==> config.mk <==
export PLATFORM = sky130hd
export DESIGN_NAME = load_store_unit
export DESIGN_NICKNAME = d
export VERILOG_FILES = /design/src/rtl/load_store_unit_pkg.sv /design/src/rtl/load_store_align.sv /design/src/rtl/load_store_unit.sv
export SDC_FILE = /design/constraint.sdc
export NUM_CORES = 1
export LEC_CHECK = 0
export CAP_MARGIN = 5
export CORE_ASPECT_RATIO = 1.5
export CORE_UTILIZATION = 41
export CTS_BUF_LIST = sky130_fd_sc_hd__clkbuf_16
export CTS_CLUSTER_SIZE = 12
export DETAILED_ROUTE_END_ITERATION = 12
export GPL_ROUTABILITY_DRIVEN = 0
export MAX_ROUTING_LAYER = met4
export PLACE_DENSITY = 0.78
export REMOVE_ABC_BUFFERS = 1
export SYNTH_ARGS = -nofsm -noshare
export SYNTH_HDL_FRONTEND = slang
export SYNTH_SLANG_ARGS = --single-unit
==> constraint.sdc <==
create_clock -name clk -period 4.2 [get_ports clk]
set_clock_uncertainty 0.15 [all_clocks]
set_input_delay 1.26 -clock clk [delete_from_list [all_inputs] [get_ports clk]]
set_output_delay 1.26 -clock clk [all_outputs]
set_load 0.02 [all_outputs]
==> src/rtl/load_store_unit_pkg.sv <==
// Shared encodings for the load/store unit: memory op codes, FSM states, byte-enable patterns.
package load_store_unit_pkg;

  localparam logic [3:0] OP_NOP = 4'd0;
  localparam logic [3:0] OP_LB  = 4'd1;
  localparam logic [3:0] OP_LH  = 4'd2;
  localparam logic [3:0] OP_LW  = 4'd3;
  localparam logic [3:0] OP_LBU = 4'd4;
  localparam logic [3:0] OP_LHU = 4'd5;
  localparam logic [3:0] OP_SB  = 4'd6;
  localparam logic [3:0] OP_SH  = 4'd7;
  localparam logic [3:0] OP_SW  = 4'd8;

  typedef enum logic [1:0] {
    ST_IDLE   = 2'd0,
    ST_ACCESS = 2'd1,
    ST_RESP   = 2'd2
  } state_e;

  localparam logic [3:0] BE_NONE    = 4'b0000;
  localparam logic [3:0] BE_BYTE0   = 4'b0001;
  localparam logic [3:0] BE_HALF_LO = 4'b0011;
  localparam logic [3:0] BE_HALF_HI = 4'b1100;
  localparam logic [3:0] BE_WORD    = 4'b1111;

  function automatic logic is_load(input logic [3:0] op);
    return (op >= OP_LB) && (op <= OP_LHU);
  endfunction

  function automatic logic is_store(input logic [3:0] op);
    return (op >= OP_SB) && (op <= OP_SW);
  endfunction

endpackage

==> src/rtl/load_store_align.sv <==
// Lane logic for one memory access: byte enables, store replication,
// alignment check and load extraction/extension. Purely combinational.
module load_store_align
  import load_store_unit_pkg::*;
#(
  parameter int DATA_WIDTH = 32
) (
  input  logic [3:0]            op,
  input  logic [1:0]            offset,
  input  logic [DATA_WIDTH-1:0] store_data,
  input  logic [DATA_WIDTH-1:0] load_word,
  output logic [3:0]            be,
  output logic [DATA_WIDTH-1:0] wdata,
  output logic                  misaligned,
  output logic [DATA_WIDTH-1:0] load_data
);

  logic [DATA_WIDTH-1:0] lane;

  always_comb begin
    lane       = load_word >> {offset, 3'b000};
    be         = BE_NONE;
    wdata      = store_data;
    misaligned = 1'b0;
    load_data  = '0;

    case (op)
      OP_LB, OP_LBU, OP_SB: be = BE_BYTE0 << offset;
      OP_LH, OP_LHU, OP_SH: begin
        be         = offset[1] ? BE_HALF_HI : BE_HALF_LO;
        misaligned = offset[0];
      end
      OP_LW, OP_SW: begin
        be         = BE_WORD;
        misaligned = |offset;
      end
      default: ;
    endcase

    case (op)
      OP_SB:   wdata = {(DATA_WIDTH/8){store_data[7:0]}};
      OP_SH:   wdata = {(DATA_WIDTH/16){store_data[15:0]}};
      default: ;
    endcase

    case (op)
      OP_LB:   load_data = {{(DATA_WIDTH-8){lane[7]}}, lane[7:0]};
      OP_LBU:  load_data = {{(DATA_WIDTH-8){1'b0}}, lane[7:0]};
      OP_LH:   load_data = {{(DATA_WIDTH-16){lane[15]}}, lane[15:0]};
      OP_LHU:  load_data = {{(DATA_WIDTH-16){1'b0}}, lane[15:0]};
      OP_LW:   load_data = load_word;
      default: ;
    endcase
  end

endmodule

==> src/rtl/load_store_unit.sv <==
// Memory-access stage: one req/ack transaction per accepted op, then a single
// writeback pulse. Execute is stalled (ex_ready low) until the unit returns to IDLE.
//
// state  | meaning
// IDLE   | ex_ready high, waiting for an op
// ACCESS | dmem_req high, waiting for dmem_ack
// RESP   | wb_valid pulse with extended load data
module load_store_unit
  import load_store_unit_pkg::*;
#(
  parameter int DATA_WIDTH     = 32,
  parameter int REG_ADDR_WIDTH = 5,
  parameter int MEM_OP_WIDTH   = 4
) (
  input  logic                      clk,
  input  logic                      rst_n,
  input  logic                      ex_valid,
  output logic                      ex_ready,
  input  logic [MEM_OP_WIDTH-1:0]   mem_op,
  input  logic [DATA_WIDTH-1:0]     addr,
  input  logic [DATA_WIDTH-1:0]     store_data,
  input  logic [REG_ADDR_WIDTH-1:0] rd_addr,
  output logic                      dmem_req,
  output logic                      dmem_we,
  output logic [DATA_WIDTH-1:0]     dmem_addr,
  output logic [3:0]                dmem_be,
  output logic [DATA_WIDTH-1:0]     dmem_wdata,
  input  logic                      dmem_ack,
  input  logic [DATA_WIDTH-1:0]     dmem_rdata,
  output logic                      wb_valid,
  output logic                      wb_write,
  output logic [REG_ADDR_WIDTH-1:0] wb_rd_addr,
  output logic [DATA_WIDTH-1:0]     wb_data,
  output logic                      misaligned
);

  state_e                    state_q, state_d;
  logic [MEM_OP_WIDTH-1:0]   op_q;
  logic [1:0]                offset_q;
  logic [REG_ADDR_WIDTH-1:0] rd_q;
  logic [DATA_WIDTH-1:0]     rdata_q;

  logic                  accept, mem_access;
  logic [3:0]            req_be, rsp_be;
  logic [DATA_WIDTH-1:0] req_wdata, req_load_data, rsp_wdata, rsp_load_data;
  logic                  req_misaligned, rsp_misaligned;

  load_store_align #(.DATA_WIDTH(DATA_WIDTH)) u_req_align (
    .op         (mem_op),
    .offset     (addr[1:0]),
    .store_data (store_data),
    .load_word  ('0),
    .be         (req_be),
    .wdata      (req_wdata),
    .misaligned (req_misaligned),
    .load_data  (req_load_data)
  );

  load_store_align #(.DATA_WIDTH(DATA_WIDTH)) u_rsp_align (
    .op         (op_q),
    .offset     (offset_q),
    .store_data ('0),
    .load_word  (rdata_q),
    .be         (rsp_be),
    .wdata      (rsp_wdata),
    .misaligned (rsp_misaligned),
    .load_data  (rsp_load_data)
  );

  assign accept     = ex_valid && (state_q == ST_IDLE);
  assign mem_access = is_load(mem_op) || is_store(mem_op);

  always_ff @(posedge clk or negedge rst_n) begin
    if (!rst_n) state_q <= ST_IDLE;
    else        state_q <= state_d;
  end

  always_comb begin
    state_d = state_q;
    case (state_q)
      ST_IDLE:   if (accept && mem_access && !req_misaligned) state_d = ST_ACCESS;
      ST_ACCESS: if (dmem_ack) state_d = ST_RESP;
      ST_RESP:   state_d = ST_IDLE;
      default:   state_d = ST_IDLE;
    endcase
  end

  // Request fields are only loaded on entry to ACCESS, so they stay frozen until ack.
  always_ff @(posedge clk or negedge rst_n) begin
    if (!rst_n) begin
      op_q       <= '0;
      offset_q   <= '0;
      rd_q       <= '0;
      rdata_q    <= '0;
      dmem_we    <= 1'b0;
      dmem_addr  <= '0;
      dmem_be    <= '0;
      dmem_wdata <= '0;
      misaligned <= 1'b0;
    end else begin
      misaligned <= accept && mem_access && req_misaligned;
      if (state_q == ST_IDLE && state_d == ST_ACCESS) begin
        op_q       <= mem_op;
        offset_q   <= addr[1:0];
        rd_q       <= rd_addr;
        dmem_we    <= is_store(mem_op);
        dmem_addr  <= {addr[DATA_WIDTH-1:2], 2'b00};
        dmem_be    <= req_be;
        dmem_wdata <= req_wdata;
      end
      if (state_q == ST_ACCESS && dmem_ack) rdata_q <= dmem_rdata;
    end
  end

  assign ex_ready   = (state_q == ST_IDLE);
  assign dmem_req   = (state_q == ST_ACCESS);
  assign wb_valid   = (state_q == ST_RESP);
  assign wb_write   = wb_valid && is_load(op_q) && (rd_q != '0);
  assign wb_rd_addr = rd_q;
  assign wb_data    = (wb_valid && is_load(op_q)) ? rsp_load_data : '0;

endmodule

# [Yosys cells after proc, flatten, opt, wreduce, memory -nomap -nowiden]
# Index checks and enable logic that the tools add are counted.
[totals] mem_count=0 word_cells=62 mem_bits_rw=0 ff_bits=113 rom_bits=0 latch_bits=0 inputBits=109 out_inout_bits=111
[classes] add_sub_neg=0 n_mux=9 reduce_logical=19 n_bitwise=0 n_div=0 magnitude_cmp=6 multipliers=0 n_eq_ne=16 n_shift=2
[ops] op="32-bit case mux with 5 select lines" count=1
[ops] op="32-bit case mux with 2 select lines" count=1
[ops] op="32-bit 2-to-1 mux" count=1
[ops] op="32-bit by 5-bit >> shifter with 16-bit output" count=1
[ops] op="4-bit by 3-bit == test with 1-bit output (second input constant)" count=6
[ops] op="4-bit by 2-bit == test with 1-bit output (second input constant)" count=4
[ops] op="4-bit case mux with 3 select lines" count=1
[ops] op="1-bit logical AND" count=11
[ops] op="4-bit by 1-bit == test with 1-bit output (second input constant)" count=2
[ops] op="4-bit by 1-bit greater-or-equal comparator with 1-bit output (second input constant)" count=2
[ops] op="4-bit by 3-bit <= comparator with 1-bit output (second input constant)" count=2
[ops] op="3-bit OR reduction" count=2
[ops] op="5-bit nonzero test" count=1
[ops] op="2-bit by 1-bit == test with 1-bit output (second input constant)" count=2
[ops] op="4-bit == test (second input constant)" count=1
[ops] op="4-bit by 3-bit greater-or-equal comparator with 1-bit output (second input constant)" count=1
[ops] op="4-bit <= comparator (second input constant)" count=1
[ops] op="2-bit 2-to-1 mux" count=2
[ops] op="4-bit 2-to-1 mux" count=1
[ops] op="2-bit case mux with 2 select lines" count=1
[ops] op="2-bit OR reduction" count=2
[ops] op="1-bit by 2-bit left shift with 4-bit output (first input constant)" count=1
[ops] op="2-bit == test (second input constant)" count=1
[ops] op="2-bit logical NOT" count=1
[ops] op="3 further kinds" count=3

# [Logic depth before layout (Yosys ltp)]
[depth] ltp_word=9 mapped_depth=8 ltp_nobuf=4

# [By module]
# Synthesis repeated with hierarchy kept, for this count alone.
[hier_totals] cells_unflattened=674 area_unflattened_um2=7270.7
[by_module_without_submodules] mod="load_store_unit" instances=1 area_each_um2=4685.7 cells_each=298 seq_area_each_um2=2827.7
[by_module_without_submodules] mod="load_store_align" instances=2 area_each_um2=1292.5 cells_each=188 seq_area_each_um2=0.0

# [Worst setup path before layout]
# Ideal clock, no wire load.
[synth_path] path_kind="reg-to-output" startpoint="reg offset_q[1]" endpoint="out wb_data[21]" path_stages_with_launch=7 path_slack_ns=0.681 arrival_time_ns=2.109 n_path_buf=2 required_ns=2.790 cell_sequence="dfrtp_1 clkbuf_1 mux4_2 nand4_1 a21boi_1 buf_2 a21oi_1"
[synth_via] elab_chain_cells=3
[synth_rtl] item="start: declaration" line_no="load_store_unit.sv:39" rtl="logic [1:0] offset_q;"
[synth_rtl] item="start signal: assignment" line_no="load_store_unit.sv:104" rtl="offset_q <= addr[1:0];"
[synth_rtl] item="32-bit by 5-bit >> shifter with 16-bit output" line_no="load_store_align.sv:21" rtl="lane = load_word >> {offset, 3'b000};"
[synth_rtl] item="32-bit case mux with 5 select lines" line_no="load_store_align.sv:46" rtl="case (op)"
[synth_rtl] item="32-bit 2-to-1 mux" line_no="load_store_unit.sv:120" rtl="assign wb_data = (wb_valid && is_load(op_q)) ? rsp_load_data : '0;"
[synth_rtl] item="end: declaration" line_no="load_store_unit.sv:33" rtl="output logic [DATA_WIDTH-1:0] wb_data,"
# Every way passes these cells.

# [Worst setup path after layout]
[layout_path] startpoint="reg offset_q[1]" endpoint="out wb_data[23]"
# The elaborated chain is that of the path after synthesis.

==> impl_metrics.toml <==
[job]
drv_cap = 0

[die]
initial_core_util_pct = 41.9
dieArea_um2 = 14200
rows = 52
coreArea_um2 = 13400
io_pins = 220
die_h_um = 145
die_w_um = 97.5

[finish]
n_fill_cell = 1073
fin_util_pct = 64.3
area_delta_synth_final_pct = 53.4
final_nets = 827
final_cell_area_um2 = 8610
drive_above_1_share_pct = 22.6
diodes = 0

[critical_path]
crit_path_frequent_cell = "buf_4"
end_kind = "output port"
path_cells = "buf_4, nor2b_1, buf_4, o2bb2ai_1, a21boi_1, buf_4, a21oi_1, clkdlybuf4s50_1"
cp_top_family = "buffers and inverters"
path_class = "flip-flop to output port"
critPathLaunchType = "flip-flop"
crit_arrival_ps = 2600
cp_max_fo = 23
worst-path-buf-inv = 4
rrSetupSlack_ps = 2120
required_ps = 2790
cp_slowest_cell = "clkdlybuf4s50_1"
slowest_delay_ps = 630

[run_status]
status = "completed"

[detailed_routing]
dr_total_vias = 4730
drt_pass1_iterations = 4
ant_nets = 0
drtIter0Drc = 204
drc = 0
wl_per_cell_um = 17.7
drt_wl_total_mm = 15.8
vias_per_cell = 5.30

[power_and_ir_drop]
leakagePower_nw = 3.57
ir_drop_mv = 0.363
power_density_nw_per_um2 = 625

[timing]
slew_headroom_pct = 48.8
fin_setup_tns_ps = 0
fin_crit_ps = 4010
drv_slew = 0
max_freq_mhz = 250
worst_slew_pin_slew_ps = 769
hold_viol = 0
rsz0062_at_grt = "no"
setup-violations-final = 0
fin_crit_sh_pct = 95.4

[grt]
grt_pass1_wl_mm = 25.4
overflow = 0
grt_max_degree = 94
grt_use_total_pct = 23.4
antenna_found_initial = 0
first_global_vias = 4872

[clock_tree]
cts_sinks = 113
clkLatencyLatePin_ps = 400
root_buffer = "clkbuf_16"
cts_buffer_depth = 2
cts_hold_buffers = 0
h-tree-depth = 4
clkTransAtPathRegs_ps = 60
postCtsSetupBuffers = 0
numCtsBuffers = 17
cts_tree = "built"
cts_resized = 0

[placed_design]
port_buffers = 217
hpwl_mm = 11.3
dpl_cell_area_um2 = 7960

[synthesis]
synthesis.area_um2 = 5610
synth_top_area_share_pct = 50.4
synth_flop_cell = "dfrtp_1"
synth_edf_count = 0
synthArstFlopShare_pct = 100
yosysSeqAreaShare_pct = 50.4
yosysWarnings = 0
post_synth.cell_area_avg_um2 = 11.2
syn_inst = 502
synthTopCellsByArea = "dfrtp_1 50%, mux2_2 21%, nand2_1 4.7%"
synth.distinct_cells = 44
ys_seq_elements = 113
yosysTopAreaCell = "dfrtp_1"

[min_path]
hp-class = "flip-flop to flip-flop"
stage by stage:
stage               setup slack [ps]  power [mW]  instances  hold WS [ps]
floorplan                        161        2.83        465           345
global placement                 372        3.72        861           340
detailed placement               325        3.80        861           345
CTS                              159        5.42        893           358
global route                    8.40        5.64        893           375
finish                           193        5.38        893           353
flip-flops by register name, summed over array words and instances, names as in the netlist:
signal / flops
wb_rd_addr: 5
rdata_q: 32
misaligned: 1
state_q: 2
op_q: 4
dmem_wdata: 32
offset_q: 2
dmem_we: 1
dmem_addr: 30
dmem_be: 4
cells by family after synthesis:
family / after synthesis / share of synthesized area (%)
AOI/OAI and AO/OA: 71 / 8.18
muxes: 121 / 24.7
adders and majority gates: 2 / 0.357
other: 1 / 0.0668
DFF: 113 / 50.4
buffers and inverters: 51 / 4.23
and+or+nand+nor: 143 / 12.1
Yosys cell counts, types with 3 or more instances:
| cell type | number |
|---|---|
| buf_2 | 7 |
| nand3b_1 | 3 |
| dfrtp_1 | 113 |
| mux2_2 | 103 |
| o21ai_0 | 14 |
| nor2b_1 | 11 |
| mux2_4 | 7 |
| a32oi_1 | 7 |
| nor2_1 | 22 |
| clkbuf_1 | 20 |
| buf_1 | 5 |
| nand3_1 | 14 |
| a21oi_1 | 23 |
| nand2_1 | 70 |
| a22oi_1 | 4 |
| a31oi_1 | 7 |
| buf_6 | 4 |
| inv_1 | 13 |
| a211o_1 | 7 |
| and2_1 | 7 |
| mux2i_1 | 10 |
worst reg2reg max path, cell delays in order, from the launching register on:
cell	delay [ps]
dfrtp_1	390
nor2_1	180
nand4_1	200
nor2b_4	160
buf_4	430
mux2_2	450
path summary, 6_finish.rpt:
path,from,to,cells after the start
min reg2reg,dmem_addr[15],dmem_addr[15],1
min,dmem_addr[15],dmem_addr[15],1
max in group asynchronous,rst_n,dmem_addr[17],2
min in group asynchronous,rst_n,rdata_q[7],1
max reg2reg,state_q[0],dmem_addr[25],5
max,offset_q[1],wb_data[23],8
routing by layer:
layer	GRT usage, %	vias to the layer above	routed length, µm	part of all wire, %
li1	-	2203	-	-
met1	27.0	2293	6140	39
met2	39.8	210	8320	53
met3	5.44	24	1020	6.5
met4	8.01	0	308	1.9
met5	-	-	0	0
cell usage in the layout, fill, tap and decap left out, types with 5 or more instances in the layout:
cell,synthesis,routed
clkdlybuf4s50_1,0,216
dfrtp_1,113,113
mux2_2,103,103
nand2_1,70,70
a21oi_1,23,23
nor2_1,22,22
clkbuf_16,0,17
buf_4,2,17
inv_1,13,14
o21ai_0,14,14
nand3_1,14,14
nor2b_1,11,11
mux2i_1,10,10
and2_1,7,7
a31oi_1,7,7
a211o_1,7,7
a32oi_1,7,7
mux2_4,7,7
bufinv_16,0,5
report_power, final:
part | internal [mW] | switching, mW
combinational | 1.06 | 0.918
sequential | 1.51 | 0.301
clock | 1.06 | 0.533
layout make-up:
cell class	instances	area, µm²	area share [%]
multi-input cells	339	2570	29.8
clock buffers	17	425	4.94
well taps	162	203	2.35
flip-flops and latches	113	2830	32.8
repair buffers	234	2310	26.8
clock inverters	15	231	2.69
inverters	13	48.8	0.567
No activity file was read; power rests on OpenSTA's default activity.
